**config.mk**
```make
export PLATFORM = sky130hd
export DESIGN_NAME = oled_slave_flat
export DESIGN_NICKNAME = d
export VERILOG_FILES = /design/src/rtl/oled_slave_pkg.sv /design/src/rtl/oled_slave_if.sv /design/src/rtl/oled_spi_rx.sv /design/src/rtl/oled_slave.sv /design/src/flat_wrapper.sv
export SDC_FILE = /design/constraint.sdc
export NUM_CORES = 1
export LEC_CHECK = 0
export ABC_AREA = 0
export BUFFER_PORTS_ARGS = -buffer_cell sky130_fd_sc_hd__buf_2
export CORE_ASPECT_RATIO = 0.6
export CORE_MARGIN = 1.5
export CORE_UTILIZATION = 38
export CTS_CLUSTER_DIAMETER = 50
export DETAILED_ROUTE_END_ITERATION = 16
export PLACE_DENSITY_LB_ADDON = 0.25
export SYNTH_ARGS = -nofsm -noshare
export SYNTH_HDL_FRONTEND = slang
export SYNTH_SLANG_ARGS = --single-unit
```
**constraint.sdc**
```tcl
create_clock -name clk -period 2.4 [get_ports clk]
set_input_delay 0.72 -clock clk [delete_from_list [all_inputs] [get_ports clk]]
set_output_delay 0.72 -clock clk [all_outputs]
set_load 0.02 [all_outputs]
```
**src/rtl/oled_slave_pkg.sv**
```systemverilog
// Shared SSD1306 opcode constants, argument counts and parser types for the
// OLED slave and its serial receiver.
package oled_slave_pkg;

  typedef enum logic [1:0] {
    ST_OPCODE,
    ST_ARG,
    ST_SKIP
  } parser_state_e;

  localparam logic [7:0] OP_DISPLAY_OFF  = 8'hAE;
  localparam logic [7:0] OP_DISPLAY_ON   = 8'hAF;
  localparam logic [7:0] OP_SET_CONTRAST = 8'h81;
  localparam logic [7:0] OP_COL_ADDR     = 8'h21;
  localparam logic [7:0] OP_PAGE_ADDR    = 8'h22;
  localparam logic [7:0] OP_MEM_MODE     = 8'h20;
  localparam logic [7:0] OP_CLK_DIV      = 8'hD5;
  localparam logic [7:0] OP_MUX_RATIO    = 8'hA8;
  localparam logic [7:0] OP_DISP_OFFSET  = 8'hD3;
  localparam logic [7:0] OP_CHARGE_PUMP  = 8'h8D;
  localparam logic [7:0] OP_COM_PINS     = 8'hDA;
  localparam logic [7:0] OP_PRECHARGE    = 8'hD9;
  localparam logic [7:0] OP_VCOMH        = 8'hDB;

  localparam logic [1:0] ARGS_CONTRAST  = 2'd1;
  localparam logic [1:0] ARGS_COL_ADDR  = 2'd2;
  localparam logic [1:0] ARGS_PAGE_ADDR = 2'd2;
  localparam logic [1:0] ARGS_SKIP      = 2'd1;

  localparam logic [7:0] CONTRAST_DEFAULT = 8'h7F;

  typedef struct packed {
    logic [6:0] col_start;
    logic [6:0] col_end;
    logic [2:0] page_start;
    logic [2:0] page_end;
  } window_t;

  localparam window_t WINDOW_DEFAULT = '{col_start: 7'd0, col_end: 7'd127,
                                         page_start: 3'd0, page_end: 3'd7};

  // Opcodes whose arguments the block interprets; zero means not one of them.
  function automatic logic [1:0] arg_count(input logic [7:0] op);
    case (op)
      OP_SET_CONTRAST: arg_count = ARGS_CONTRAST;
      OP_COL_ADDR:     arg_count = ARGS_COL_ADDR;
      OP_PAGE_ADDR:    arg_count = ARGS_PAGE_ADDR;
      default:         arg_count = 2'd0;
    endcase
  endfunction

  function automatic logic is_skip_op(input logic [7:0] op);
    case (op)
      OP_MEM_MODE, OP_CLK_DIV, OP_MUX_RATIO, OP_DISP_OFFSET,
      OP_CHARGE_PUMP, OP_COM_PINS, OP_PRECHARGE, OP_VCOMH: is_skip_op = 1'b1;
      default: is_skip_op = 1'b0;
    endcase
  endfunction

endpackage

```
**src/rtl/oled_slave_if.sv**
```systemverilog
// SPI pin bundle from the host plus the framebuffer/status outputs of the slave.
interface oled_slave_if;
  logic       pin_din;
  logic       pin_clk;
  logic       pin_cs;
  logic       pin_dc;
  logic       pin_res;
  logic       fb_we;
  logic [2:0] fb_page;
  logic [6:0] fb_column;
  logic [7:0] fb_data;
  logic       display_on;
  logic [7:0] contrast;
  logic       byte_err;

  modport master (
    output pin_din, pin_clk, pin_cs, pin_dc, pin_res,
    input  fb_we, fb_page, fb_column, fb_data, display_on, contrast, byte_err
  );

  modport slave (
    input  pin_din, pin_clk, pin_cs, pin_dc, pin_res,
    output fb_we, fb_page, fb_column, fb_data, display_on, contrast, byte_err
  );
endinterface

```
**src/rtl/oled_spi_rx.sv**
```systemverilog
// SPI byte receiver: shifts MSB-first bits while cs is low and flags a byte,
// or an aborted partial byte, for one cycle.
module oled_spi_rx (
  input  logic       clk,
  input  logic       rst_n,
  input  logic       cs_n,
  input  logic       din,
  input  logic       dc,
  output logic [7:0] data_byte,
  output logic       is_data,
  output logic       valid,
  output logic       byte_err
);

  logic [2:0] bit_cnt;
  logic [7:0] shift_p0;

  always_ff @(posedge clk or negedge rst_n) begin
    if (!rst_n) begin
      bit_cnt  <= 3'd0;
      valid    <= 1'b0;
      byte_err <= 1'b0;
      is_data  <= 1'b0;
    end else begin
      valid    <= 1'b0;
      byte_err <= 1'b0;
      if (!cs_n) begin
        if (bit_cnt == 3'd0) is_data <= dc;
        bit_cnt <= bit_cnt + 3'd1;
        valid   <= (bit_cnt == 3'd7);
      end else if (bit_cnt != 3'd0) begin
        bit_cnt  <= 3'd0;
        byte_err <= 1'b1;
      end
    end
  end

  // Byte stays stable for the valid cycle: the next shift happens one edge later.
  always_ff @(posedge clk) begin
    if (!cs_n) shift_p0 <= {shift_p0[6:0], din};
  end

  assign data_byte = shift_p0;

endmodule

```
**src/rtl/oled_slave.sv**
```systemverilog
// SSD1306-style SPI slave: decodes command bytes and turns data bytes into
// framebuffer writes with horizontal-mode address advance.
module oled_slave
  import oled_slave_pkg::*;
(
  input  logic         clk,
  input  logic         rst_n,
  oled_slave_if.slave  bus
);

  // The SPI clock is the system clock net; the pin is never sampled.
  logic unused_pin_clk;
  assign unused_pin_clk = bus.pin_clk;

  logic [7:0] rx_byte;
  logic       rx_is_data;
  logic       rx_vld_p0;
  logic       rx_err;

  oled_spi_rx u_rx (
    .clk      (clk),
    .rst_n    (rst_n),
    .cs_n     (bus.pin_cs),
    .din      (bus.pin_din),
    .dc       (bus.pin_dc),
    .data_byte(rx_byte),
    .is_data  (rx_is_data),
    .valid    (rx_vld_p0),
    .byte_err (rx_err)
  );

  logic cmd_vld;
  logic data_vld;
  assign cmd_vld  = rx_vld_p0 && !rx_is_data;
  assign data_vld = rx_vld_p0 &&  rx_is_data;

  parser_state_e state, state_nxt;
  logic [1:0]    args_left, args_left_nxt;
  logic [7:0]    cur_op, cur_op_nxt;

  always_ff @(posedge clk or negedge rst_n) begin
    if (!rst_n) begin
      state     <= ST_OPCODE;
      args_left <= 2'd0;
      cur_op    <= 8'h00;
    end else begin
      state     <= state_nxt;
      args_left <= args_left_nxt;
      cur_op    <= cur_op_nxt;
    end
  end

  always_comb begin
    state_nxt     = state;
    args_left_nxt = args_left;
    cur_op_nxt    = cur_op;
    if (!bus.pin_res) begin
      state_nxt     = ST_OPCODE;
      args_left_nxt = 2'd0;
    end else if (cmd_vld) begin
      case (state)
        ST_OPCODE: begin
          cur_op_nxt = rx_byte;
          if (arg_count(rx_byte) != 2'd0) begin
            state_nxt     = ST_ARG;
            args_left_nxt = arg_count(rx_byte);
          end else if (is_skip_op(rx_byte)) begin
            state_nxt     = ST_SKIP;
            args_left_nxt = ARGS_SKIP;
          end
        end
        default: begin
          // Argument bytes are never decoded as opcodes.
          args_left_nxt = args_left - 2'd1;
          if (args_left == 2'd1) state_nxt = ST_OPCODE;
        end
      endcase
    end
  end

  window_t    win;
  logic [6:0] col_ptr;
  logic [2:0] page_ptr;
  logic       display_on_q;
  logic [7:0] contrast_q;
  logic       fb_we_q;
  logic [2:0] fb_page_q;
  logic [6:0] fb_column_q;
  logic [7:0] fb_data_q;

  // Stage p1: register updates one cycle after byte completion.
  always_ff @(posedge clk or negedge rst_n) begin
    if (!rst_n) begin
      win          <= WINDOW_DEFAULT;
      col_ptr      <= 7'd0;
      page_ptr     <= 3'd0;
      display_on_q <= 1'b0;
      contrast_q   <= CONTRAST_DEFAULT;
      fb_we_q      <= 1'b0;
      fb_page_q    <= 3'd0;
      fb_column_q  <= 7'd0;
      fb_data_q    <= 8'h00;
    end else if (!bus.pin_res) begin
      win          <= WINDOW_DEFAULT;
      col_ptr      <= 7'd0;
      page_ptr     <= 3'd0;
      display_on_q <= 1'b0;
      contrast_q   <= CONTRAST_DEFAULT;
      fb_we_q      <= 1'b0;
      fb_page_q    <= 3'd0;
      fb_column_q  <= 7'd0;
      fb_data_q    <= 8'h00;
    end else begin
      fb_we_q <= 1'b0;
      if (data_vld) begin
        fb_we_q     <= 1'b1;
        fb_page_q   <= page_ptr;
        fb_column_q <= col_ptr;
        fb_data_q   <= rx_byte;
        if (col_ptr == win.col_end) begin
          col_ptr  <= win.col_start;
          page_ptr <= (page_ptr == win.page_end) ? win.page_start : page_ptr + 3'd1;
        end else begin
          col_ptr <= col_ptr + 7'd1;
        end
      end
      if (cmd_vld && state == ST_OPCODE) begin
        if (rx_byte == OP_DISPLAY_ON)  display_on_q <= 1'b1;
        if (rx_byte == OP_DISPLAY_OFF) display_on_q <= 1'b0;
      end
      if (cmd_vld && state == ST_ARG) begin
        case (cur_op)
          OP_SET_CONTRAST: contrast_q <= rx_byte;
          OP_COL_ADDR: begin
            if (args_left == 2'd2) begin
              win.col_start <= rx_byte[6:0];
            end else begin
              win.col_end <= rx_byte[6:0];
              col_ptr     <= win.col_start;
            end
          end
          OP_PAGE_ADDR: begin
            if (args_left == 2'd2) begin
              win.page_start <= rx_byte[2:0];
            end else begin
              win.page_end <= rx_byte[2:0];
              page_ptr     <= win.page_start;
            end
          end
          default: ;
        endcase
      end
    end
  end

  assign bus.fb_we      = fb_we_q;
  assign bus.fb_page    = fb_page_q;
  assign bus.fb_column  = fb_column_q;
  assign bus.fb_data    = fb_data_q;
  assign bus.display_on = display_on_q;
  assign bus.contrast   = contrast_q;
  assign bus.byte_err   = rx_err;

endmodule

```
**src/flat_wrapper.sv**
```systemverilog
// flat-port wrapper written by rule: the top's interface ports become plain ports
module oled_slave_flat import oled_slave_pkg::*;
  (clk, rst_n, bus_pin_din, bus_pin_clk, bus_pin_cs, bus_pin_dc, bus_pin_res, bus_fb_we, bus_fb_page, bus_fb_column, bus_fb_data, bus_display_on, bus_contrast, bus_byte_err);
  oled_slave_if bus_i ();
  input  logic clk;
  input  logic rst_n;
  input wire logic [$bits(bus_i.pin_din)-1:0] bus_pin_din;
  input wire logic [$bits(bus_i.pin_clk)-1:0] bus_pin_clk;
  input wire logic [$bits(bus_i.pin_cs)-1:0] bus_pin_cs;
  input wire logic [$bits(bus_i.pin_dc)-1:0] bus_pin_dc;
  input wire logic [$bits(bus_i.pin_res)-1:0] bus_pin_res;
  output wire logic [$bits(bus_i.fb_we)-1:0] bus_fb_we;
  output wire logic [$bits(bus_i.fb_page)-1:0] bus_fb_page;
  output wire logic [$bits(bus_i.fb_column)-1:0] bus_fb_column;
  output wire logic [$bits(bus_i.fb_data)-1:0] bus_fb_data;
  output wire logic [$bits(bus_i.display_on)-1:0] bus_display_on;
  output wire logic [$bits(bus_i.contrast)-1:0] bus_contrast;
  output wire logic [$bits(bus_i.byte_err)-1:0] bus_byte_err;
  assign bus_i.pin_din = bus_pin_din;
  assign bus_i.pin_clk = bus_pin_clk;
  assign bus_i.pin_cs = bus_pin_cs;
  assign bus_i.pin_dc = bus_pin_dc;
  assign bus_i.pin_res = bus_pin_res;
  assign bus_fb_we = bus_i.fb_we;
  assign bus_fb_page = bus_i.fb_page;
  assign bus_fb_column = bus_i.fb_column;
  assign bus_fb_data = bus_i.fb_data;
  assign bus_display_on = bus_i.display_on;
  assign bus_contrast = bus_i.contrast;
  assign bus_byte_err = bus_i.byte_err;
  oled_slave u_core (.clk(clk), .rst_n(rst_n), .bus(bus_i));
endmodule
```
==> out/results.tsv <==
metric	value	unit
cp-start-kind	flop	
ant_nets	0	
die_y	82.6	um
hpwl	6.24	mm
setup.worst_path.start	u_core.args_left[0]$_DFFE_PN0P_	
cts_tree	built	
cp-end-kind	flop	
rr_startpoint	u_core.args_left[0]$_DFFE_PN0P_	
dieArea	0.0112	sq mm
postSynth.asyncResetShare	0.905	
period_minus_slack	2.23	ns
synth_commonest_cells	nand2_1 (80), dfrtp_1 (59), a21oi_1 (31)	
crit_chain	inv_1, ha_1, or3b_2, buf_4, nor4_4, buf_6, mux2i_1, nand2_1	
synth_ff_type	dfrtp_1	
slew_headroom	0.551	
finalCritPeriodShare	0.931	
cp_num_buf_inv	3	
htree_levels	3	
cts-root-buf	clkbuf_16	
io_pins	36	
worst_pin_slew	0.673	ns
grt_pass1_wl	15.1	mm
maxCapViolCount	0	
numPortBuffers	34	
finalWeightedCongestion	0.803	
wl	8.99	mm
synth_most_common_cell	nand2_1	
r2r_cells	8	
antennaDiodeCount	0	
cts_sinks	84	
netlist-cell-type-count	57	
status	complete, no violations	
core_area	0.0101	sq mm
antenna_found_initial	0	
ys_ff_latch	84	
grt_pass1_vias	2827	
worstHoldPathType	input port to asynchronous set/reset pin	
yosys_warnings	0	
cts-resized-gates	0	
viasPerCell	5.12	
ctsHoldBuffers	0	
syn_to_final_growth	17.8	%
crit_cells	8	
clk_pin_slew	0.06	ns
path_class	flop to flop	
rsz0062_at_grt	false	
fillers	951	
clockBufferDepth	2	
design_area	0.00473	sq mm
power_density	692	mW/mm^2
syn_area_per_cell	10.4	sq um
drt_iter0_markers	144	
final_max_slew_viol_count	0	
syn_inst	386	
synth_top_area_frac	0.368	
finalHoldViolCount	0	
cp.required	2.66	ns
dr.pass1.iters	4	
drt-wirelength-per-cell	16.0	um
syn_area	0.00401	sq mm
arrival	2.50	ns
vias	2883	
irDropWorstVdd	393	uV
nNetsFinal	437	
setup_viol_count_final	0	
cpMaxStageDelayCell	or3b_2	
r2r-end	u_core.win[10]$_DFFE_PN1P_	
clock_skew	0.00656	ns
drive_above_1_share	0.257	
slowest_delay	0.50	ns
synthTopCellsByArea	dfrtp_1 (37%), dfstp_2 (11%), nand2_1 (7.5%)	
crit_path_max_fanout	8	
worst_slack	0.166	ns
p_leak	0.00210	uW
synth_top_area_cell	dfrtp_1	
cts_buffers	9	
dpl-instance-area	0.00440	sq mm
cts_setup_buffers	0	
dpl_worst_slack	0.116	ns
seq_area_frac_synth	0.539	
fmax	448	MHz
grt_max_degree	40	
synth_enable_flop_cells	8	
num_rows	28	
cp-endpoint	u_core.win[10]$_DFFE_PN1P_	
synth.net_count	400	
ff2ff_setup_slack	0.17	ns
crit_family	simple AND/OR/NAND/NOR gates	
grt_use_total	0.181	
drc	0	
start_util	0.399	
totalNegativeSetupSlack	0	ns
clkLatencyLatePin	0.34	ns
grt_overflow	0	
die_x	136	um
==> worst min-delay path by stage <==
stage / start / to / depth (start not counted)
floorplan: rst_n / u_core.args_left[0]$_DFFE_PN0P_ / 0
finish: rst_n / u_core.page_ptr[2]$_DFF_PN0_ / 1
CTS: rst_n / u_core.page_ptr[2]$_DFF_PN0_ / 1
detailed placement: u_core.win[1]$_DFFE_PN1P_ / u_core.win[1]$_DFFE_PN1P_ / 2
global placement: u_core.cur_op[6]$_DFFE_PN0P_ / u_core.cur_op[6]$_DFFE_PN0P_ / 1
global route: rst_n / u_core.page_ptr[2]$_DFF_PN0_ / 1
==> kinds of logic after synthesis <==
logic type | synth area share
multiplexers | 0.0699
XOR/XNOR | 0.0393
AND/OR/NAND/NOR | 0.190
adder cells (fa/ha/maj) | 0.0243
flip-flops | 0.539
buffers and inverters | 0.0337
AO/OA/AOI/OAI | 0.104
==> power breakdown <==
| group | internal (uW) | switching (uW) |
|---|---|---|
| logic | 115 | 151 |
| clock network | 892 | 549 |
| registers | 1500 | 63.2 |
==> layer usage <==
metal,vias up,part of all wire,global-route usage
li1,1398,-,-
met1,1400,0.53,0.265
met2,76,0.39,0.254
met3,9,0.069,0.0592
met4,0,0.010,0.0505
met5,-,0,0
==> final cells by class <==
| type | count | area, sq um | share of cell area |
|---|---|---|---|
| sequential | 84 | 2160 | 0.458 |
| multi-input combinational | 269 | 1720 | 0.363 |
| timing repair buffer | 52 | 337 | 0.0712 |
| clock buffer | 13 | 270 | 0.0572 |
| tap | 135 | 169 | 0.0357 |
| clock inverter | 3 | 45.0 | 0.00953 |
| inverter | 7 | 26.3 | 0.00556 |
==> flip-flops by register name, summed over array words and instances (netlist names) <==
name	count
u_core.win	20
u_core.bus.contrast	8
u_core.bus.fb_data	8
u_core.cur_op	8
u_core.u_rx.data_byte	8
u_core.bus.fb_column	7
u_core.col_ptr	7
u_core.bus.fb_page	3
u_core.page_ptr	3
u_core.u_rx.bit_cnt	3
u_core.args_left	2
u_core.state	2
u_core.bus.display_on	1
u_core.bus.fb_we	1
u_core.u_rx.byte_err	1
u_core.u_rx.is_data	1
u_core.u_rx.valid	1
==> metrics by stage <==
step,total power [uW],util,instances,hold WS [ns]
after floorplan,1730,-,386,0.424
after global placement,1850,0.438,547,0.483
after detailed placement,1860,0.438,547,0.491
after CTS,3320,0.469,563,0.367
after global routing,3430,0.470,563,0.385
final,3270,0.470,563,0.355
==> cell usage in the layout (no fill, tap or decap), types with 3 or more instances in the layout <==
master     count
mux2_2         8
edfxtp_1       8
ha_1           7
a211oi_1       3
clkbuf_8       3
dfstp_2       17
a211oi_2       6
nand2b_1       4
buf_4         16
nor3_1         3
dfrtp_1       59
nor2b_1        3
nand2_1       80
nand3_1       13
o21ai_0        7
clkbuf_16      9
inv_1          6
xor2_1        12
a21oi_1       31
buf_2         33
nor2_1        23
xnor2_1        6
nor4_1         5
mux2i_1       19
Note: power is estimated with default switching activity, not from simulation.
